===== config.mk =====
export PLATFORM = sky130hd
export DESIGN_NAME = vga_timing_gen
export DESIGN_NICKNAME = d
export VERILOG_FILES = /design/src/rtl/vga_timing_pkg.sv /design/src/rtl/vga_timing_axis.sv /design/src/rtl/vga_timing_gen.sv
export SDC_FILE = /design/constraint.sdc
export NUM_CORES = 1
export LEC_CHECK = 0
export CAP_MARGIN = 20
export CORE_ASPECT_RATIO = 1.4
export CORE_MARGIN = 2
export CORE_UTILIZATION = 55
export CTS_CLUSTER_DIAMETER = 30
export DETAILED_ROUTE_END_ITERATION = 8
export PLACE_DENSITY = 0.82
export SLEW_MARGIN = 20
export SYNTH_ARGS = -nofsm -noshare
export SYNTH_HDL_FRONTEND = slang
export SYNTH_SLANG_ARGS = --single-unit

===== constraint.sdc =====
create_clock -name clk -period 3.6 [get_ports clk]
set_input_delay 0.36 -clock clk [delete_from_list [all_inputs] [get_ports clk]]
set_output_delay 0.36 -clock clk [all_outputs]
set_load 0.05 [all_outputs]

===== src/rtl/vga_timing_pkg.sv =====
// Shared types and defaults for the VGA timing generator (640x480@60 defaults).
// Optional pixel-enable build: define VGA_TIMING_CE_EN.
package vga_timing_pkg;

  typedef enum logic [1:0] {
    ST_ACTIVE = 2'd0,
    ST_FRONT  = 2'd1,
    ST_SYNC   = 2'd2,
    ST_BACK   = 2'd3
  } axis_state_e;

  localparam int DEF_H_ACTIVE = 640;
  localparam int DEF_H_FP     = 16;
  localparam int DEF_H_SYNC   = 96;
  localparam int DEF_H_BP     = 48;
  localparam int DEF_V_ACTIVE = 480;
  localparam int DEF_V_FP     = 10;
  localparam int DEF_V_SYNC   = 2;
  localparam int DEF_V_BP     = 33;
  localparam int DEF_CNT_W    = 12;

  function automatic int axis_total(input int active_len, input int fp_len,
                                    input int sync_len, input int bp_len);
    return active_len + fp_len + sync_len + bp_len;
  endfunction

endpackage


===== src/rtl/vga_timing_axis.sv =====
// One timing axis: position counter plus ACTIVE/FRONT/SYNC/BACK sequencer.
module vga_timing_axis
  import vga_timing_pkg::*;
#(
  parameter int   ACTIVE = DEF_H_ACTIVE,
  parameter int   FP     = DEF_H_FP,
  parameter int   SYNC   = DEF_H_SYNC,
  parameter int   BP     = DEF_H_BP,
  parameter logic POL    = 1'b0,
  parameter int   CNT_W  = DEF_CNT_W
) (
  input  logic             clk,
  input  logic             rst,
  input  logic             advance,
  output logic [CNT_W-1:0] pos,
  output logic             sync,
  output logic             active,
  output logic             wrap
);

  localparam int TOTAL = axis_total(ACTIVE, FP, SYNC, BP);
  localparam logic [CNT_W-1:0] POS_LAST  = CNT_W'(TOTAL - 1);
  localparam logic [CNT_W-1:0] LAST_ACT  = CNT_W'(ACTIVE - 1);
  localparam logic [CNT_W-1:0] LAST_FP   = CNT_W'(FP - 1);
  localparam logic [CNT_W-1:0] LAST_SYNC = CNT_W'(SYNC - 1);
  localparam logic [CNT_W-1:0] LAST_BP   = CNT_W'(BP - 1);
  localparam logic [CNT_W-1:0] ONE       = {{(CNT_W-1){1'b0}}, 1'b1};
  localparam logic [CNT_W-1:0] ZERO      = {CNT_W{1'b0}};

  if (ACTIVE < 1 || FP < 1 || SYNC < 1 || BP < 1 || TOTAL > (2 ** CNT_W)) begin : g_cfg_err
    $error("vga_timing_axis: every segment must be >= 1 and the total must fit in CNT_W bits");
  end

  axis_state_e      state_r;
  logic [CNT_W-1:0] seg_r;
  logic [CNT_W-1:0] pos_r;
  logic [CNT_W-1:0] seg_last_s;

  // Last in-segment count of the current state.
  always_comb begin
    seg_last_s = LAST_ACT;
    case (state_r)
      ST_ACTIVE: seg_last_s = LAST_ACT;
      ST_FRONT:  seg_last_s = LAST_FP;
      ST_SYNC:   seg_last_s = LAST_SYNC;
      ST_BACK:   seg_last_s = LAST_BP;
      default:   seg_last_s = LAST_ACT;
    endcase
  end

  // Position counter and segment sequencer.
  always_ff @(posedge clk) begin
    if (rst) begin
      state_r <= ST_ACTIVE;
      seg_r   <= ZERO;
      pos_r   <= ZERO;
    end else if (advance) begin
      pos_r <= (pos_r == POS_LAST) ? ZERO : pos_r + ONE;
      if (seg_r == seg_last_s) begin
        seg_r <= ZERO;
        case (state_r)
          ST_ACTIVE: state_r <= ST_FRONT;
          ST_FRONT:  state_r <= ST_SYNC;
          ST_SYNC:   state_r <= ST_BACK;
          ST_BACK:   state_r <= ST_ACTIVE;
          default:   state_r <= ST_ACTIVE;
        endcase
      end else begin
        seg_r <= seg_r + ONE;
      end
    end
  end

  assign pos    = pos_r;
  assign sync   = (state_r == ST_SYNC) ? POL : ~POL;
  assign active = (state_r == ST_ACTIVE);
  assign wrap   = (pos_r == POS_LAST);

endmodule


===== src/rtl/vga_timing_gen.sv =====
// VGA timing generator: registered syncs, display enable, coordinates and strobes.
// Define VGA_TIMING_CE_EN to add the pix_ce pixel-advance enable port.
module vga_timing_gen
  import vga_timing_pkg::*;
#(
  parameter int   H_ACTIVE   = DEF_H_ACTIVE,
  parameter int   H_FP       = DEF_H_FP,
  parameter int   H_SYNC     = DEF_H_SYNC,
  parameter int   H_BP       = DEF_H_BP,
  parameter int   V_ACTIVE   = DEF_V_ACTIVE,
  parameter int   V_FP       = DEF_V_FP,
  parameter int   V_SYNC     = DEF_V_SYNC,
  parameter int   V_BP       = DEF_V_BP,
  parameter logic H_SYNC_POL = 1'b0,
  parameter logic V_SYNC_POL = 1'b0,
  parameter int   CNT_W      = DEF_CNT_W
) (
  input  logic             clk,
  input  logic             rst,
`ifdef VGA_TIMING_CE_EN
  input  logic             pix_ce,
`endif
  output logic             h_sync,
  output logic             v_sync,
  output logic             disp_en,
  output logic [CNT_W-1:0] col,
  output logic [CNT_W-1:0] row,
  output logic             line_start,
  output logic             frame_start
);

  localparam logic [CNT_W-1:0] ZERO = {CNT_W{1'b0}};

  logic             ce_s;
  logic             v_adv_s;
  logic [CNT_W-1:0] h_pos_s;
  logic [CNT_W-1:0] v_pos_s;
  logic             h_sync_s;
  logic             v_sync_s;
  logic             h_act_s;
  logic             v_act_s;
  logic             h_wrap_s;
  logic             v_wrap_unused_s;

`ifdef VGA_TIMING_CE_EN
  assign ce_s = pix_ce;
`else
  assign ce_s = 1'b1;
`endif

  // Row steps only on the pixel that closes a line.
  assign v_adv_s = h_wrap_s & ce_s;

  vga_timing_axis #(
    .ACTIVE(H_ACTIVE), .FP(H_FP), .SYNC(H_SYNC), .BP(H_BP),
    .POL(H_SYNC_POL), .CNT_W(CNT_W)
  ) u_h_axis (
    .clk(clk), .rst(rst), .advance(ce_s),
    .pos(h_pos_s), .sync(h_sync_s), .active(h_act_s), .wrap(h_wrap_s)
  );

  vga_timing_axis #(
    .ACTIVE(V_ACTIVE), .FP(V_FP), .SYNC(V_SYNC), .BP(V_BP),
    .POL(V_SYNC_POL), .CNT_W(CNT_W)
  ) u_v_axis (
    .clk(clk), .rst(rst), .advance(v_adv_s),
    .pos(v_pos_s), .sync(v_sync_s), .active(v_act_s), .wrap(v_wrap_unused_s)
  );

  // Output stage: one cycle behind the counters so every output stays aligned with col/row.
  always_ff @(posedge clk) begin
    if (rst) begin
      h_sync      <= ~H_SYNC_POL;
      v_sync      <= ~V_SYNC_POL;
      disp_en     <= 1'b0;
      col         <= ZERO;
      row         <= ZERO;
      line_start  <= 1'b0;
      frame_start <= 1'b0;
    end else if (ce_s) begin
      h_sync      <= h_sync_s;
      v_sync      <= v_sync_s;
      disp_en     <= h_act_s & v_act_s;
      col         <= h_pos_s;
      row         <= v_pos_s;
      line_start  <= (h_pos_s == ZERO);
      frame_start <= (h_pos_s == ZERO) && (v_pos_s == ZERO);
    end
  end

endmodule


==> results.py <==
metrics = {
    "status": {
        "status": "finished clean",
    },
    "clock_network": {
        "insertion_delay_ps": 340,
        "cts.repair.resized": 0,
        "cts_buffer_depth": 2,
        "clkTransAtPathRegs_ps": 80,
        "cts_sinks": 81,
        "cts_tree": "built",
        "root_buffer": "clkbuf_8",
        "cts-buffers-inserted": 9,
        "ctsHoldBuffers": 0,
        "htreeDepth": 3,
        "cts_setup_buffers": 0,
    },
    "critical_path": {
        "start_kind": "register",
        "end_kind": "register",
        "cp_slowest_cell": "or4_4",
        "crit_chain": "or4_4 -> or4_4 -> nor4_2 -> xnor2_1 -> nor2_1",
        "crit_type": "register to register",
        "critPathMaxFanout": 26,
        "slowest_delay_ps": 700,
        "crit_arrival_ps": 2500,
        "cpMostUsedCell": "or4_4",
        "required_ps": 3800,
    },
    "placed_design": {
        "dp_slack_ps": 1320,
        "placed_cell_area_mm2": 0.00368,
        "port-buffer-count": 30,
        "place_congestion": 0.829,
        "dpl.hpwl_um": 4260,
    },
    "final_layout": {
        "nets": 413,
        "antenna_cells": 0,
        "final_common_cell": "dfxtp_1",
        "final_cell_mix": "81 x dfxtp_1, 65 x nor2_1, 29 x clkdlybuf4s50_1",
        "fin_area_mm2": 0.00387,
        "area_delta_synth_final_pct": 14.8,
        "drive_gt1_share_pct": 6.95,
    },
    "global_route": {
        "grt_pass1_vias": 2565,
        "grt_antenna_before_repair": 0,
        "grt_max_degree": 54,
        "grt-ovfl-total": 0,
        "grt_pass1_wl_um": 11200,
        "track_usage_pct": 20.2,
    },
    "timing": {
        "max_freq_ghz": 0.434,
        "hold_viol": 0,
        "fin_skew_ps": 3.57,
        "fin_crit_sh_pct": 64.0,
        "rsz0062_at_grt": "no",
        "tightest_slew_ps": 936,
        "finalCriticalPeriod_ps": 2300,
        "final.setup.worst_slack_ps": 1300,
        "slew_viol_final": 0,
        "setup_tns_ps": 0,
        "setup-violations-final": 0,
        "slew-limit-headroom_pct": 37.6,
    },
    "pwr": {
        "ir_worst_vdd_v": 0.000296,
        "p_per_area_mw_per_mm2": 423,
        "power.leakage_nw": 1.43,
        "p_total_mw": 1.64,
    },
    "logic_synthesis": {
        "syn_area_per_cell_um2": 9.00,
        "syn_inst": 375,
        "synth_seq_cells": 81,
        "yosysWarnings": 0,
        "synth_edf_count": 0,
        "ys_seq_area_share_pct": 48.0,
        "synth-async-reset-ratio_pct": 0,
        "synth_top_flop_cell": "dfxtp_1",
        "ys_types": 41,
        "synthesis.area_mm2": 0.00338,
        "synth_nets": 390,
    },
    "floorplan": {
        "dieWidth_um": 70.2,
        "fp-row-count": 33,
        "die_area_mm2": 0.00679,
        "io_pins": 31,
        "die_h_um": 96.7,
        "initial_core_util_pct": 57.2,
        "core_area_mm2": 0.00590,
    },
    "drt": {
        "first_iter_violations": 129,
        "drtAntennaViolNets": 0,
        "totalWireLength_um": 6370,
        "post_drt_wl_per_cell_um": 13.5,
        "vias": 2609,
        "drc": 0,
        "avgViaCountPerCell": 5.52,
        "dr.pass1.iters": 4,
    },
    "hold_path": {
        "worst_hold_path_type": "register to register",
    },
    "flow_run": {
        "maxCapViolCount": 0,
    },
}
-- flip-flops by register name, indices dropped and copies added, names as in the netlist, 2 cells and up --
name              count
col                  12
row                  12
u_h_axis.pos         12
u_h_axis.seg_r       12
u_h_axis.state_r      2
u_v_axis.pos         12
u_v_axis.seg_r       12
u_v_axis.state_r      2
-- per-layer routing --
metal  up-vias  global-route usage, %  part of all wire [%]
met2        57                   34.6                    50
met5         -                      0                     0
li1       1307                      -                     -
met3        14                   5.31                   3.4
met1      1231                   23.5                    45
met4         0                   8.73                   2.2
-- final timing paths --
| kind | start | to | slack [ps] | depth (start not counted) |
|---|---|---|---|---|
| worst max-delay path | u_h_axis.pos[6] | u_v_axis.seg_r[10] | 1300 | 5 |
| worst min-delay path | u_h_axis.seg_r[0] | u_h_axis.seg_r[0] | 450 | 1 |
| worst max register to register | u_h_axis.pos[6] | u_v_axis.seg_r[10] | 1300 | 5 |
| worst min register to register | u_h_axis.seg_r[0] | u_h_axis.seg_r[0] | 450 | 1 |
-- power by group --
| group | switching [mW] | internal [mW] | total, mW |
|---|---|---|---|
| clock network | 0.314 | 0.337 | 0.651 |
| logic | 0.0440 | 0.0216 | 0.0656 |
| registers | 0.0134 | 0.909 | 0.922 |
| total | 0.371 | 1.27 | 1.64 |
-- cell usage after synthesis, types with 5 or more instances --
| library cell | instances | area (um2) |
|---|---|---|
| and3_1 | 12 | 75.1 |
| ha_1 | 13 | 163 |
| nand2b_1 | 5 | 31.3 |
| a21oi_1 | 7 | 35.0 |
| nand2_1 | 19 | 71.3 |
| nor3_1 | 9 | 45.0 |
| nor2b_1 | 18 | 113 |
| clkbuf_1 | 15 | 56.3 |
| nand3_1 | 15 | 75.1 |
| o21ai_0 | 6 | 30.0 |
| dfxtp_1 | 81 | 1620 |
| nor2_1 | 65 | 244 |
| nor4_1 | 6 | 37.5 |
| xor2_1 | 14 | 123 |
| xnor2_1 | 21 | 184 |
| inv_1 | 17 | 63.8 |
| nand4_1 | 13 | 81.3 |
-- cell type report --
type	count	area, um2
Fill cell	498	2030
Timing Repair Buffer	31	303
Sequential cell	81	1620
Clock buffer	11	141
Multi-Input combinational cell	258	1600
Tap cell	70	87.6
Clock inverter	5	55.1
Inverter	17	63.8
-- kinds of logic (layout without fill, tap and decap cells) --
family	count (synthesis)	count (layout)	synth area share [%]
flops	81	81	48.0
compound gates	32	32	6.30
simple gates	177	177	26.9
fa+ha+maj	13	13	4.82
xor+xnor	35	35	9.08
buf+inv	36	64	4.52
mux	1	1	0.297
-- stage by stage --
stage | std cells | hold WS, ps | util, %
after floorplan | 375 | 413 | -
after global placement | 457 | 427 | 62.3
after detailed placement | 457 | 434 | 62.3
after CTS | 473 | 451 | 65.6
after global routing | 473 | 464 | 65.6
final | 473 | 448 | 65.6
-- critical path: cells and delay by family, from the launching register on --
family | cells | cell delay, ps
and+or+nand+nor | 4 | 1660
DFF | 1 | 350
xor gates and xnor gates | 1 | 150
(Power assumes the default switching activity.)
